[config.mk]
export PLATFORM = sky130hd
export DESIGN_NAME = regbus_arbiter_flat
export DESIGN_NICKNAME = d
export VERILOG_FILES = /design/src/rtl/regbus_arbiter_if.sv /design/src/rtl/regbus_arbiter.sv /design/src/flat_wrapper.sv
export SDC_FILE = /design/constraint.sdc
export NUM_CORES = 1
export LEC_CHECK = 0
export CAP_MARGIN = 15
export CORE_MARGIN = 10
export CORE_UTILIZATION = 45
export DETAILED_ROUTE_END_ITERATION = 12
export PLACE_DENSITY = 0.79
export SETUP_SLACK_MARGIN = 0.5
export SYNTH_ARGS = -nofsm -noshare
export SYNTH_HDL_FRONTEND = slang
export SYNTH_SLANG_ARGS = --single-unit
[constraint.sdc]
create_clock -name clk -period 3.95 [get_ports clk]
set_clock_uncertainty 0.2 [all_clocks]
set_input_delay 0.79 -clock clk [delete_from_list [all_inputs] [get_ports clk]]
set_output_delay 0.79 -clock clk [all_outputs]
set_load 0.01 [all_outputs]
[src/rtl/regbus_arbiter_if.sv]
// rtl/regbus_arbiter_if.sv - requester handshakes and register-bank bus shared through regbus_arbiter
interface regbus_arbiter_if #(
    parameter int num_regs = 128
) ();
    logic                m0_req;
    logic                m0_we;
    logic [6:0]          m0_regnum;
    logic [7:0]          m0_wdata;
    logic                m0_ack;
    logic [7:0]          m0_rdata;
    logic                m0_err;

    logic                m1_req;
    logic                m1_we;
    logic [6:0]          m1_regnum;
    logic [7:0]          m1_wdata;
    logic                m1_ack;
    logic [7:0]          m1_rdata;
    logic                m1_err;

    logic [num_regs-1:0] cs;
    logic                we;
    logic [7:0]          regdata_write;
    logic [7:0]          regdata_read;

    // master: the arbiter's view (answers requesters, drives the register bank)
    modport master (
        input  m0_req, m0_we, m0_regnum, m0_wdata,
        output m0_ack, m0_rdata, m0_err,
        input  m1_req, m1_we, m1_regnum, m1_wdata,
        output m1_ack, m1_rdata, m1_err,
        output cs, we, regdata_write,
        input  regdata_read
    );

    modport slave (
        output m0_req, m0_we, m0_regnum, m0_wdata,
        input  m0_ack, m0_rdata, m0_err,
        output m1_req, m1_we, m1_regnum, m1_wdata,
        input  m1_ack, m1_rdata, m1_err,
        input  cs, we, regdata_write,
        output regdata_read
    );
endinterface

[src/rtl/regbus_arbiter.sv]
// rtl/regbus_arbiter.sv - round-robin two-master arbiter for the internal register bus
module regbus_arbiter #(
    parameter int         num_regs  = 128,
    parameter logic [7:0] oor_rdata = 8'hFF
) (
    input  logic          clk,
    input  logic          rst,
    regbus_arbiter_if.master bus
);
    typedef enum logic [1:0] {IDLE, ACCESS, DONE} state_t;

    state_t state, state_next;

    logic       last_grant;
    logic       grant;
    logic       we_l;
    logic       in_range_l;

    logic       grant_take;
    logic       grant_sel;
    logic       sel_we;
    logic [6:0] sel_regnum;
    logic [7:0] sel_wdata;
    logic       sel_in_range;

    always_ff @(posedge clk or negedge rst) begin
        if (!rst) state <= IDLE;
        else      state <= state_next;
    end

    // When both request, the master that did not win last time gets the bus.
    always_comb begin
        state_next = state;
        grant_take = 1'b0;
        grant_sel  = 1'b0;
        case (state)
            IDLE: begin
                if (bus.m0_req && (!bus.m1_req || last_grant)) begin
                    grant_take = 1'b1;
                    grant_sel  = 1'b0;
                    state_next = ACCESS;
                end else if (bus.m1_req) begin
                    grant_take = 1'b1;
                    grant_sel  = 1'b1;
                    state_next = ACCESS;
                end
            end
            ACCESS:  state_next = DONE;
            DONE:    state_next = IDLE;
            default: state_next = IDLE;
        endcase
    end

    always_comb begin
        sel_we       = grant_sel ? bus.m1_we     : bus.m0_we;
        sel_regnum   = grant_sel ? bus.m1_regnum : bus.m0_regnum;
        sel_wdata    = grant_sel ? bus.m1_wdata  : bus.m0_wdata;
        sel_in_range = (32'(sel_regnum) < num_regs);
    end

    // Bus outputs are loaded on the grant edge so they are live for exactly the ACCESS cycle.
    always_ff @(posedge clk or negedge rst) begin
        if (!rst) begin
            last_grant        <= 1'b1;
            grant             <= 1'b0;
            we_l              <= 1'b0;
            in_range_l        <= 1'b0;
            bus.cs            <= '0;
            bus.we            <= 1'b0;
            bus.regdata_write <= 8'h00;
            bus.m0_ack        <= 1'b0;
            bus.m0_err        <= 1'b0;
            bus.m0_rdata      <= 8'h00;
            bus.m1_ack        <= 1'b0;
            bus.m1_err        <= 1'b0;
            bus.m1_rdata      <= 8'h00;
        end else begin
            bus.cs            <= '0;
            bus.we            <= 1'b0;
            bus.regdata_write <= 8'h00;
            bus.m0_ack        <= 1'b0;
            bus.m0_err        <= 1'b0;
            bus.m1_ack        <= 1'b0;
            bus.m1_err        <= 1'b0;

            if (grant_take) begin
                grant      <= grant_sel;
                last_grant <= grant_sel;
                we_l       <= sel_we;
                in_range_l <= sel_in_range;
                if (sel_in_range)
                    bus.cs <= num_regs'(1) << sel_regnum;
                bus.we            <= sel_we && sel_in_range;
                bus.regdata_write <= sel_we ? sel_wdata : 8'h00;
            end

            if (state == ACCESS) begin
                if (!grant) begin
                    bus.m0_ack <= 1'b1;
                    bus.m0_err <= !in_range_l;
                    if (!we_l)
                        bus.m0_rdata <= in_range_l ? bus.regdata_read : oor_rdata;
                end else begin
                    bus.m1_ack <= 1'b1;
                    bus.m1_err <= !in_range_l;
                    if (!we_l)
                        bus.m1_rdata <= in_range_l ? bus.regdata_read : oor_rdata;
                end
            end
        end
    end
endmodule

[src/flat_wrapper.sv]
// flat-port wrapper written by rule: the top's interface ports become plain ports
module regbus_arbiter_flat 
#(
    parameter int         num_regs  = 128,
    parameter logic [7:0] oor_rdata = 8'hFF
)
  (clk, rst, bus_m0_req, bus_m0_we, bus_m0_regnum, bus_m0_wdata, bus_m0_ack, bus_m0_rdata, bus_m0_err, bus_m1_req, bus_m1_we, bus_m1_regnum, bus_m1_wdata, bus_m1_ack, bus_m1_rdata, bus_m1_err, bus_cs, bus_we, bus_regdata_write, bus_regdata_read);
  regbus_arbiter_if #(.num_regs(num_regs)) bus_i ();
  input  logic clk;
  input  logic rst;
  input wire logic [$bits(bus_i.m0_req)-1:0] bus_m0_req;
  input wire logic [$bits(bus_i.m0_we)-1:0] bus_m0_we;
  input wire logic [$bits(bus_i.m0_regnum)-1:0] bus_m0_regnum;
  input wire logic [$bits(bus_i.m0_wdata)-1:0] bus_m0_wdata;
  output wire logic [$bits(bus_i.m0_ack)-1:0] bus_m0_ack;
  output wire logic [$bits(bus_i.m0_rdata)-1:0] bus_m0_rdata;
  output wire logic [$bits(bus_i.m0_err)-1:0] bus_m0_err;
  input wire logic [$bits(bus_i.m1_req)-1:0] bus_m1_req;
  input wire logic [$bits(bus_i.m1_we)-1:0] bus_m1_we;
  input wire logic [$bits(bus_i.m1_regnum)-1:0] bus_m1_regnum;
  input wire logic [$bits(bus_i.m1_wdata)-1:0] bus_m1_wdata;
  output wire logic [$bits(bus_i.m1_ack)-1:0] bus_m1_ack;
  output wire logic [$bits(bus_i.m1_rdata)-1:0] bus_m1_rdata;
  output wire logic [$bits(bus_i.m1_err)-1:0] bus_m1_err;
  output wire logic [$bits(bus_i.cs)-1:0] bus_cs;
  output wire logic [$bits(bus_i.we)-1:0] bus_we;
  output wire logic [$bits(bus_i.regdata_write)-1:0] bus_regdata_write;
  input wire logic [$bits(bus_i.regdata_read)-1:0] bus_regdata_read;
  assign bus_i.m0_req = bus_m0_req;
  assign bus_i.m0_we = bus_m0_we;
  assign bus_i.m0_regnum = bus_m0_regnum;
  assign bus_i.m0_wdata = bus_m0_wdata;
  assign bus_m0_ack = bus_i.m0_ack;
  assign bus_m0_rdata = bus_i.m0_rdata;
  assign bus_m0_err = bus_i.m0_err;
  assign bus_i.m1_req = bus_m1_req;
  assign bus_i.m1_we = bus_m1_we;
  assign bus_i.m1_regnum = bus_m1_regnum;
  assign bus_i.m1_wdata = bus_m1_wdata;
  assign bus_m1_ack = bus_i.m1_ack;
  assign bus_m1_rdata = bus_i.m1_rdata;
  assign bus_m1_err = bus_i.m1_err;
  assign bus_cs = bus_i.cs;
  assign bus_we = bus_i.we;
  assign bus_regdata_write = bus_i.regdata_write;
  assign bus_i.regdata_read = bus_regdata_read;
  regbus_arbiter #(.num_regs(num_regs), .oor_rdata(oor_rdata)) u_core (.clk(clk), .rst(rst), .bus(bus_i));
endmodule
==> impl_metrics.json, run 1 <==
{
  "setup_tns_ns": 0,
  "place_area_sq_um": 8230,
  "yosysUniqueCellTypes": 44,
  "synth-seq-cells": 163,
  "reg2reg_setup_slack_ns": 1.46,
  "numCtsBuffers": 17,
  "cp.depth": 5,
  "hold_viol": 0,
  "r2r-end": "u_core.bus.cs[7]",
  "area_delta_synth_final_pct": 46.3,
  "drv_cap": 0,
  "grt_pass1_vias": 5004,
  "whs_ns": 0.252,
  "syn-num-nets": 568,
  "cp-end-kind": "register",
  "tightest_slew_ns": 0.954,
  "cts_hold_buf": 0,
  "maxSlewViolCount": 0,
  "seq_area_frac_synth": 0.670,
  "drcViolationCount": 0,
  "r2r-start": "u_core.state[0]",
  "worst_slack_ns": 1.19,
  "min_period_over_period": 0.699,
  "min_path_type": "in -> async",
  "die-area_sq_um": 18600,
  "fmax_ghz": 0.362,
  "antenna_found_initial": 0,
  "final_antenna_net_count": 0,
  "dp_hpwl_mm": 13.6,
  "first_pass_iters": 5,
  "crit_chain": "clkdlybuf4s50_1, a21boi_2, and2_2, o31a_1, nor3_1",
  "design_area_sq_um": 8910,
  "die_h_um": 136,
  "drtIter0Drc": 316,
  "vias_per_cell": 5.19,
  "synth_edf_count": 0,
  "drive_above_1_share": 0.0978,
  "status": "completed",
  "die_w_um": 136,
  "vdd_drop_max_v": 0.000307,
  "fin_nets": 767,
  "yosys_warnings": 0,
  "place_ws_ns": 0.752,
  "grt_pass1_wl_mm": 28.7,
  "critPathArrivalTime_ns": 2.83,
  "max_stage_delay_ns": 0.69,
  "rows": 42,
  "cts_root_buf": "clkbuf_16",
  "cp_max_fo": 23,
  "grt_usage": 0.201,
  "synth_ff_type": "dfrtp_1",
  "drt-total-wl_mm": 18.6,
  "relSlewSlack": 0.362,
  "syn_inst": 524,
  "startpoint": "bus_m1_req",
  "finalSetupViolations": 0,
  "io_pins": 201,
  "clk_pin_slew_ns": 0.06,
  "htree_levels": 4,
  "numClockSinks": 163,
  "critPathKind": "in -> reg",
  "r2r_cells": 5,
  "avgRoutedWirePerCell_um": 20.4,
  "post_cts_buffers": 0,
  "core_sq_um": 13200,
  "synth_area_sq_um": 6090,
  "powerDensity_nw_per_um2": 535,
  "cp_num_buf_inv": 1,
  "initial_utilization": 0.460,
  "clk_latency_ns": 0.42,
  "gp_congestion": 0.890,
  "dr_total_vias": 4733,
  "n_antenna_cell": 0,
  "clockBufferDepth": 2,
  "cp.required_ns": 4.02,
  "grt_overflow_total": 0,
  "postSynthAreaPerCell_sq_um": 11.6,
  "async_flop_share": 1.00,
  "portBuffers": 200,
  "cp_slowest_cell": "o31a_1",
  "grt_setup_unrepaired": "false",
  "timing.final.crit_period_ns": 2.76,
  "cts_tree": "yes",
  "critPathCapture": "u_core.bus.cs[7]",
  "grt_max_degree": 94,
  "setup.worst_path.start_class": "primary input",
  "p_leak_nw": 3.83,
  "cp_top_family": "compound AO/OA/AOI/OAI gates",
  "p_total_mw": 4.77,
  "post_cts_resize_count": 0
}
-- placed cells by master, fill, tap and decap left out, types with 3 or more instances in the layout --
cell type,netlist,final
a41oi_1,5,5
nor2_1,130,130
a21oi_2,3,3
a22oi_1,5,5
a211oi_1,9,9
dfrtp_1,162,162
inv_1,8,8
nor3_1,20,20
mux2i_1,4,4
bufinv_16,0,6
clkbuf_16,0,17
a32oi_1,4,4
buf_4,1,8
a21oi_1,33,33
mux2_2,3,3
nor3_2,10,10
a31oi_1,8,8
clkdlybuf4s50_1,0,199
a32oi_2,4,4
a22oi_2,3,3
nor2b_1,13,13
nand2b_1,10,10
a2111oi_0,4,4
nand2_1,31,31
-- area by class of cell --
class                      instances  area, sq um
tap                              176          220
clock buffer                      20          457
sequential                       163         4080
clock inverter                    12          225
timing repair buffer             209         2080
fill                             981         4330
inverter                           8         30.0
multi-input combinational        324         1820
-- how the worst min path moves through the flow --
stage                         start           endpoint  slack [ns]  cells past startpoint
finish                          rst  u_core.bus.cs[22]        0.25                      1
global placement    u_core.state[1]    u_core.state[1]        0.25                      1
CTS                 u_core.state[1]    u_core.state[1]        0.27                      1
floorplan           u_core.state[1]    u_core.state[1]        0.23                      1
detailed placement  u_core.state[1]    u_core.state[1]        0.26                      1
global route                    rst  u_core.bus.cs[86]        0.32                      1
-- synthesized netlist by cell type (2+ instances only) --
master	number	area share
nand4_1	2	0.0021
mux2_2	3	0.0055
a31oi_4	2	0.0070
a32oi_2	4	0.011
a22oi_2	3	0.0062
a21oi_2	3	0.0043
a32oi_1	4	0.0058
a211oi_1	9	0.011
a22oi_1	5	0.0062
buf_6	5	0.0092
nand2b_1	10	0.010
dfrtp_1	162	0.67
and3b_1	2	0.0029
buf_2	14	0.012
clkbuf_1	7	0.0043
nor3b_1	2	0.0025
mux2i_1	4	0.0066
nand3b_1	2	0.0025
a41oi_1	5	0.0072
a21oi_1	33	0.027
nor4_1	2	0.0021
a31oi_1	8	0.0082
nor2_1	130	0.080
a2111oi_0	4	0.0058
buf_1	2	0.0012
nor3_2	10	0.016
nand2_1	31	0.019
nor2b_1	13	0.013
nor3_1	20	0.016
inv_1	8	0.0049
and2_1	2	0.0021
-- worst register-to-register path, stage by stage (launching register included) --
cell and delay [ns]:
dfrtp_1 0.40, nor2_1 0.11, buf_4 0.28, and2_2 0.54, o31a_1 0.69, nor3_1 0.12
-- where the power goes --
part	internal [mW]	switching, mW
combinational	0.400	0.611
sequential	1.81	0.0744
clock	1.22	0.647
-- flip-flops by register name, summed over array words and instances (netlist names) --
| name | count |
|---|---|
| u_core.bus.cs | 128 |
| u_core.bus.m0_ack | 1 |
| u_core.bus.m0_err | 1 |
| u_core.bus.m0_rdata | 8 |
| u_core.bus.m1_ack | 1 |
| u_core.bus.m1_err | 1 |
| u_core.bus.m1_rdata | 8 |
| u_core.bus.regdata_write | 8 |
| u_core.bus.we | 1 |
| u_core.grant | 1 |
| u_core.in_range_l | 1 |
| u_core.last_grant | 1 |
| u_core.state | 2 |
| u_core.we_l | 1 |
-- per-stage QoR --
stage	utilization	cells
floorplan	-	524
global placement	0.621	880
detailed placement	0.621	880
CTS	0.673	912
global route	0.673	912
finish	0.673	912
-- cell families after synthesis --
group           after synthesis  synth area share
compound gates               85             0.108
buf+inv                      37            0.0325
flops                       163             0.670
mux                           7            0.0121
simple gates                232             0.178
-- layer usage --
layer | part of all wire | GRT usage
met1 | 0.38 | 0.227
met2 | 0.51 | 0.338
met3 | 0.10 | 0.0956
met4 | 0.011 | 0.0497
met5 | 0 | 0
Note: power is estimated with default switching activity, not from simulation.
==> run 2: changes to the inputs <==
clock period = 2.6 ns   (was 3.95 ns; I/O delays follow)
==> run 2 against run 1 <==
Largest cell class unchanged; non-clock buffer count rose by 31; critical path type is now reg -> out; critical path depth decreased by 4; largest power group unchanged; cell area is 4.7% higher; critical endpoint is now bus_cs[100]; combinational power is 70% higher.
==> impl_metrics.json, run 2 (synthesized netlist as in run 1, its figures left out) <==
{
  "crit_chain": "clkdlybuf4s50_1",
  "min_path_type": "reg -> reg",
  "finalSetupViolations": 0,
  "cp-end-kind": "output port",
  "die-area_sq_um": 18600,
  "largest_register_ffs": 128,
  "cp_slowest_cell": "clkdlybuf4s50_1",
  "grt_max_degree": 56,
  "rows": 42,
  "fmax_ghz": 0.486,
  "p_total_mw": 7.43,
  "cp_max_fo": 1,
  "p_leak_nw": 4.12,
  "cp_num_buf_inv": 1,
  "die_w_um": 136,
  "core_sq_um": 13200,
  "drt-total-wl_mm": 18.6,
  "antenna_found_initial": 0,
  "worst_slack_ns": 0.543,
  "dr_total_vias": 4777,
  "grt_pass1_wl_mm": 28.4,
  "first_pass_iters": 4,
  "drv_cap": 0,
  "clk_pin_slew_ns": 0.06,
  "die_h_um": 136,
  "drive_above_1_share": 0.150,
  "reg2reg_setup_slack_ns": 0.65,
  "cts_root_buf": "clkbuf_16",
  "tightest_slew_ns": 0.596,
  "dp_hpwl_mm": 13.8,
  "grt_pass1_vias": 5030,
  "cts_tree": "yes",
  "timing.final.crit_period_ns": 2.06,
  "powerDensity_nw_per_um2": 797,
  "grt_setup_unrepaired": "false",
  "critPathKind": "reg -> out",
  "status": "completed",
  "cp_top_family": "buffers and inverters",
  "vdd_drop_max_v": 0.000433,
  "numCtsBuffers": 17,
  "place_ws_ns": 0.0246,
  "fin_nets": 798,
  "area_delta_synth_final_pct": 53.1,
  "clockBufferDepth": 2,
  "setup_tns_ns": 0,
  "avgRoutedWirePerCell_um": 19.7,
  "clk_latency_ns": 0.41,
  "maxSlewViolCount": 0,
  "gp_congestion": 0.900,
  "drcViolationCount": 0,
  "mostFrequentLayoutCells": "clkdlybuf4s50_1, dfrtp_1, nor2_1",
  "htree_levels": 4,
  "vias_per_cell": 5.07,
  "n_antenna_cell": 0,
  "min_period_over_period": 0.791,
  "grt_overflow_total": 0,
  "final_antenna_net_count": 0,
  "io_pins": 201,
  "hold_viol": 0,
  "cp.required_ns": 1.88,
  "setup.worst_path.start_class": "register",
  "critPathArrivalTime_ns": 1.34,
  "max_stage_delay_ns": 0.56,
  "initial_utilization": 0.460,
  "portBuffers": 200,
  "layout_commonest_cell": "clkdlybuf4s50_1",
  "top_register": "u_core.bus.cs",
  "numClockSinks": 163,
  "grt_usage": 0.198,
  "drtIter0Drc": 306,
  "relSlewSlack": 0.602
}
run 2: layout make-up:
type | count | area, sq um
repair buffers | 240 | 2400
multi-input cells | 324 | 1920
inverters | 8 | 30.0
clock inverters | 14 | 250
fillers | 978 | 3920
clock buffers | 18 | 429
well taps | 176 | 220
flip-flops and latches | 163 | 4080
run 2: per-stage QoR:
| step | util | instance area, sq um | instances | hold WS (ns) |
|---|---|---|---|---|
| 2_1_floorplan | - | 6090 | 524 | 0.0244 |
| 3_3_place_gp | 0.642 | 8500 | 910 | 0.244 |
| 3_5_place_dp | 0.642 | 8500 | 910 | 0.258 |
| 4_1_cts | 0.696 | 9220 | 943 | 0.285 |
| 5_1_grt | 0.704 | 9330 | 943 | 0.342 |
| 6_report | 0.704 | 9330 | 943 | 0.301 |
run 2: report_power, final:
| group | total [mW] | leakage, nW | switching, mW | internal, mW |
|---|---|---|---|---|
| Clock | 2.84 | 0.324 | 1.02 | 1.82 |
| Sequential | 2.87 | 2.20 | 0.122 | 2.75 |
| Combinational | 1.72 | 1.59 | 0.975 | 0.748 |
run 2: worst min-delay path, delay by kind of cell, from the launching register on:
| kind | cells | cell delay [ns] |
|---|---|---|
| flip-flops | 1 | 0.36 |
| AND/OR/NAND/NOR | 2 | 0.12 |
run 2: worst paths after layout:
check / from / endpoint / depth (start not counted)
min in group asynchronous: rst / u_core.bus.cs[86] / 2
setup / recovery: u_core.bus.cs[100] / bus_cs[100] / 1
setup reg to reg: u_core.last_grant / u_core.bus.cs[18] / 6
hold reg to reg: u_core.grant / u_core.grant / 2
max in group asynchronous: rst / u_core.bus.cs[100] / 3
hold / removal: u_core.grant / u_core.grant / 2
run 2: timing repair:
item / in CTS / in global routing
buffers inserted: 0 / 0
endpoints found under the hold margin: 52 / 0
setup endpoints to repair: 102 / 84
hold buffers: 1 / 0
gates resized for setup: 5 / 29
pin swaps: 0 / 3
run 2: metal layers:
layer / share of wire / up-vias / GRT usage
met4: 0.013 / 0 / 0.0680
li1: - / 2227 / -
met3: 0.10 / 18 / 0.0919
met5: 0 / - / 0
met2: 0.50 / 165 / 0.318
met1: 0.39 / 2367 / 0.228
==> run 3: changes to the inputs <==
CORE_UTILIZATION = 41   (was 45)
PLACE_DENSITY = 0.76   (was 0.79)
clock period = 1.77 ns   (was 2.6 ns; I/O delays follow)
==> run 3 against run 2 <==
The flow now finishes with violations (setup timing); critical path depth up 5; die area up 8.3%; largest cell class unchanged; first-iteration DRC count down 24%.
==> impl_metrics.json, run 3 (synthesized netlist as in run 1, its figures left out) <==
{
  "cts_tree": "yes",
  "mostFrequentLayoutCells": "dfrtp_1, buf_6, buf_4",
  "critPathKind": "reg -> reg",
  "dr_total_vias": 5466,
  "clk_latency_ns": 0.42,
  "top_register": "u_core.bus.cs",
  "n_antenna_cell": 0,
  "min_path_type": "in -> async",
  "die-area_sq_um": 20100,
  "cp_max_fo": 8,
  "setup_tns_ns": -7.52,
  "use_met1": 0.258,
  "grt_setup_unrepaired": "true",
  "use_met2": 0.378,
  "timing.final.crit_period_ns": 1.91,
  "htree_levels": 4,
  "multiInputGateArea_sq_um": 2900,
  "reg2reg_setup_slack_ns": -0.14,
  "place_ws_ns": -0.685,
  "cp_top_family": "simple AND/OR/NAND/NOR gates",
  "fillers": 845,
  "first_pass_iters": 4,
  "area_delta_synth_final_pct": 82.4,
  "antenna_found_initial": 0,
  "cp_slowest_cell": "dfrtp_1",
  "vias_per_cell": 5.16,
  "r2r-start": "u_core.state[0]",
  "critPathArrivalTime_ns": 2.05,
  "crit_chain": "nor2_4, and2_4, bufbuf_16, a32oi_2, buf_4, nor2_1",
  "min_period_over_period": 1.08,
  "die_w_um": 142,
  "initial_utilization": 0.419,
  "clk_pin_slew_ns": 0.06,
  "powerDensity_nw_per_um2": 1130,
  "portBuffers": 200,
  "drtIter0Drc": 233,
  "io_pins": 201,
  "cp.depth": 6,
  "avgRoutedWirePerCell_um": 21.5,
  "largest_register_ffs": 128,
  "die_h_um": 142,
  "max_stage_delay_ns": 0.40,
  "rows": 44,
  "numClockSinks": 163,
  "maxSlewViolCount": 0,
  "fin_nets": 907,
  "hold_viol": 0,
  "drcViolationCount": 0,
  "cp_num_buf_inv": 2,
  "use_met3": 0.0791,
  "numCtsBuffers": 17,
  "dp_hpwl_mm": 15.0,
  "r2r-end": "u_core.bus.cs[88]",
  "gp_congestion": 0.903,
  "fmax_ghz": 0.523,
  "vdd_drop_max_v": 0.000864,
  "relSlewSlack": 0.627,
  "grt_max_degree": 47,
  "grt_pass1_wl_mm": 34.9,
  "tightest_slew_ns": 0.557,
  "grt_overflow_total": 0,
  "grt_pass1_vias": 6071,
  "worst_slack_ns": -0.142,
  "cp.required_ns": 1.91,
  "seq_area_sq_um": 4080,
  "r2r_cells": 6,
  "drv_cap": 0,
  "cp-end-kind": "register",
  "drt-total-wl_mm": 22.8,
  "violations": "setup timing",
  "grt_usage": 0.222,
  "p_leak_nw": 5.18,
  "cts_root_buf": "clkbuf_16",
  "top_usage_layer": "met2",
  "final_antenna_net_count": 0,
  "core_sq_um": 14500,
  "setup.worst_path.start_class": "register",
  "status": "complete, but fails checks",
  "finalSetupViolations": 122,
  "p_total_mw": 12.6,
  "drive_above_1_share": 0.583,
  "layout_commonest_cell": "dfrtp_1",
  "clockBufferDepth": 2
}
## run 3: cell count changes in the layout (fill, tap and decap cells not counted), sizes merged
cell,previous run,this run
inv,12,14
dlygate4sd2,1,2
clkinv,2,6
clkdlybuf4s50,191,38
buf,40,302
bufbuf,0,1
bufinv,6,1
o31a,2,3
dlymetal6s2s,7,2
nand2,31,32
## run 3: per-layer routing
| layer | part of all wire | vias to the layer above |
|---|---|---|
| met5 | 0 | - |
| met4 | 0.015 | 0 |
| met3 | 0.079 | 26 |
| met2 | 0.53 | 178 |
| met1 | 0.38 | 2802 |
| li1 | - | 2460 |
## run 3: worst reg2reg max path: stages, from the launching register on
cell and delay (ns):
dfrtp_1 0.40, nor2_4 0.21, and2_4 0.28, bufbuf_16 0.32
a32oi_2 0.11, buf_4 0.17, nor2_1 0.14
## run 3: cell type report
| cell class | instances | share of cell area |
|---|---|---|
| inverters | 8 | 0.00270 |
| flip-flops and latches | 163 | 0.367 |
| repair buffers | 347 | 0.298 |
| clock inverters | 15 | 0.0131 |
| well taps | 184 | 0.0207 |
| clock buffers | 17 | 0.0383 |
| multi-input cells | 326 | 0.261 |
## run 3: report_power, final
part           switching, mW  internal, mW
Combinational           2.43          2.35
Clock                   1.57          1.97
Sequential             0.226          4.04
## run 3: worst max path at each step
| stage | start | end | slack (ns) |
|---|---|---|---|
| after floorplan | u_core.last_grant | u_core.bus.cs[65] | -0.002 |
| after global placement | bus_m1_req | u_core.bus.cs[3] | -0.65 |
| after detailed placement | bus_m1_req | u_core.bus.cs[11] | -0.68 |
| after CTS | u_core.last_grant | u_core.bus.cs[4] | -0.12 |
| after global routing | u_core.state[0] | u_core.bus.cs[88] | -0.20 |
| final | u_core.state[0] | u_core.bus.cs[88] | -0.14 |
## run 3: per-stage QoR
step	hold WS, ns	util	area, sq um	cells
after floorplan	-0.142	-	6500	524
after global placement	0.118	0.642	9340	977
after detailed placement	0.119	0.642	9340	977
after CTS	0.247	0.719	10500	1041
after global routing	0.276	0.765	11100	1060
final	0.226	0.765	11100	1060
## run 3: what timing repair did
item	in CTS	in global routing
resized for setup	824	101
hold buffers	1	0
endpoints found under the setup margin	316	353
cloned	6	2
pin swaps	84	29
endpoints found under the hold margin	37	0
buffers inserted	25	17
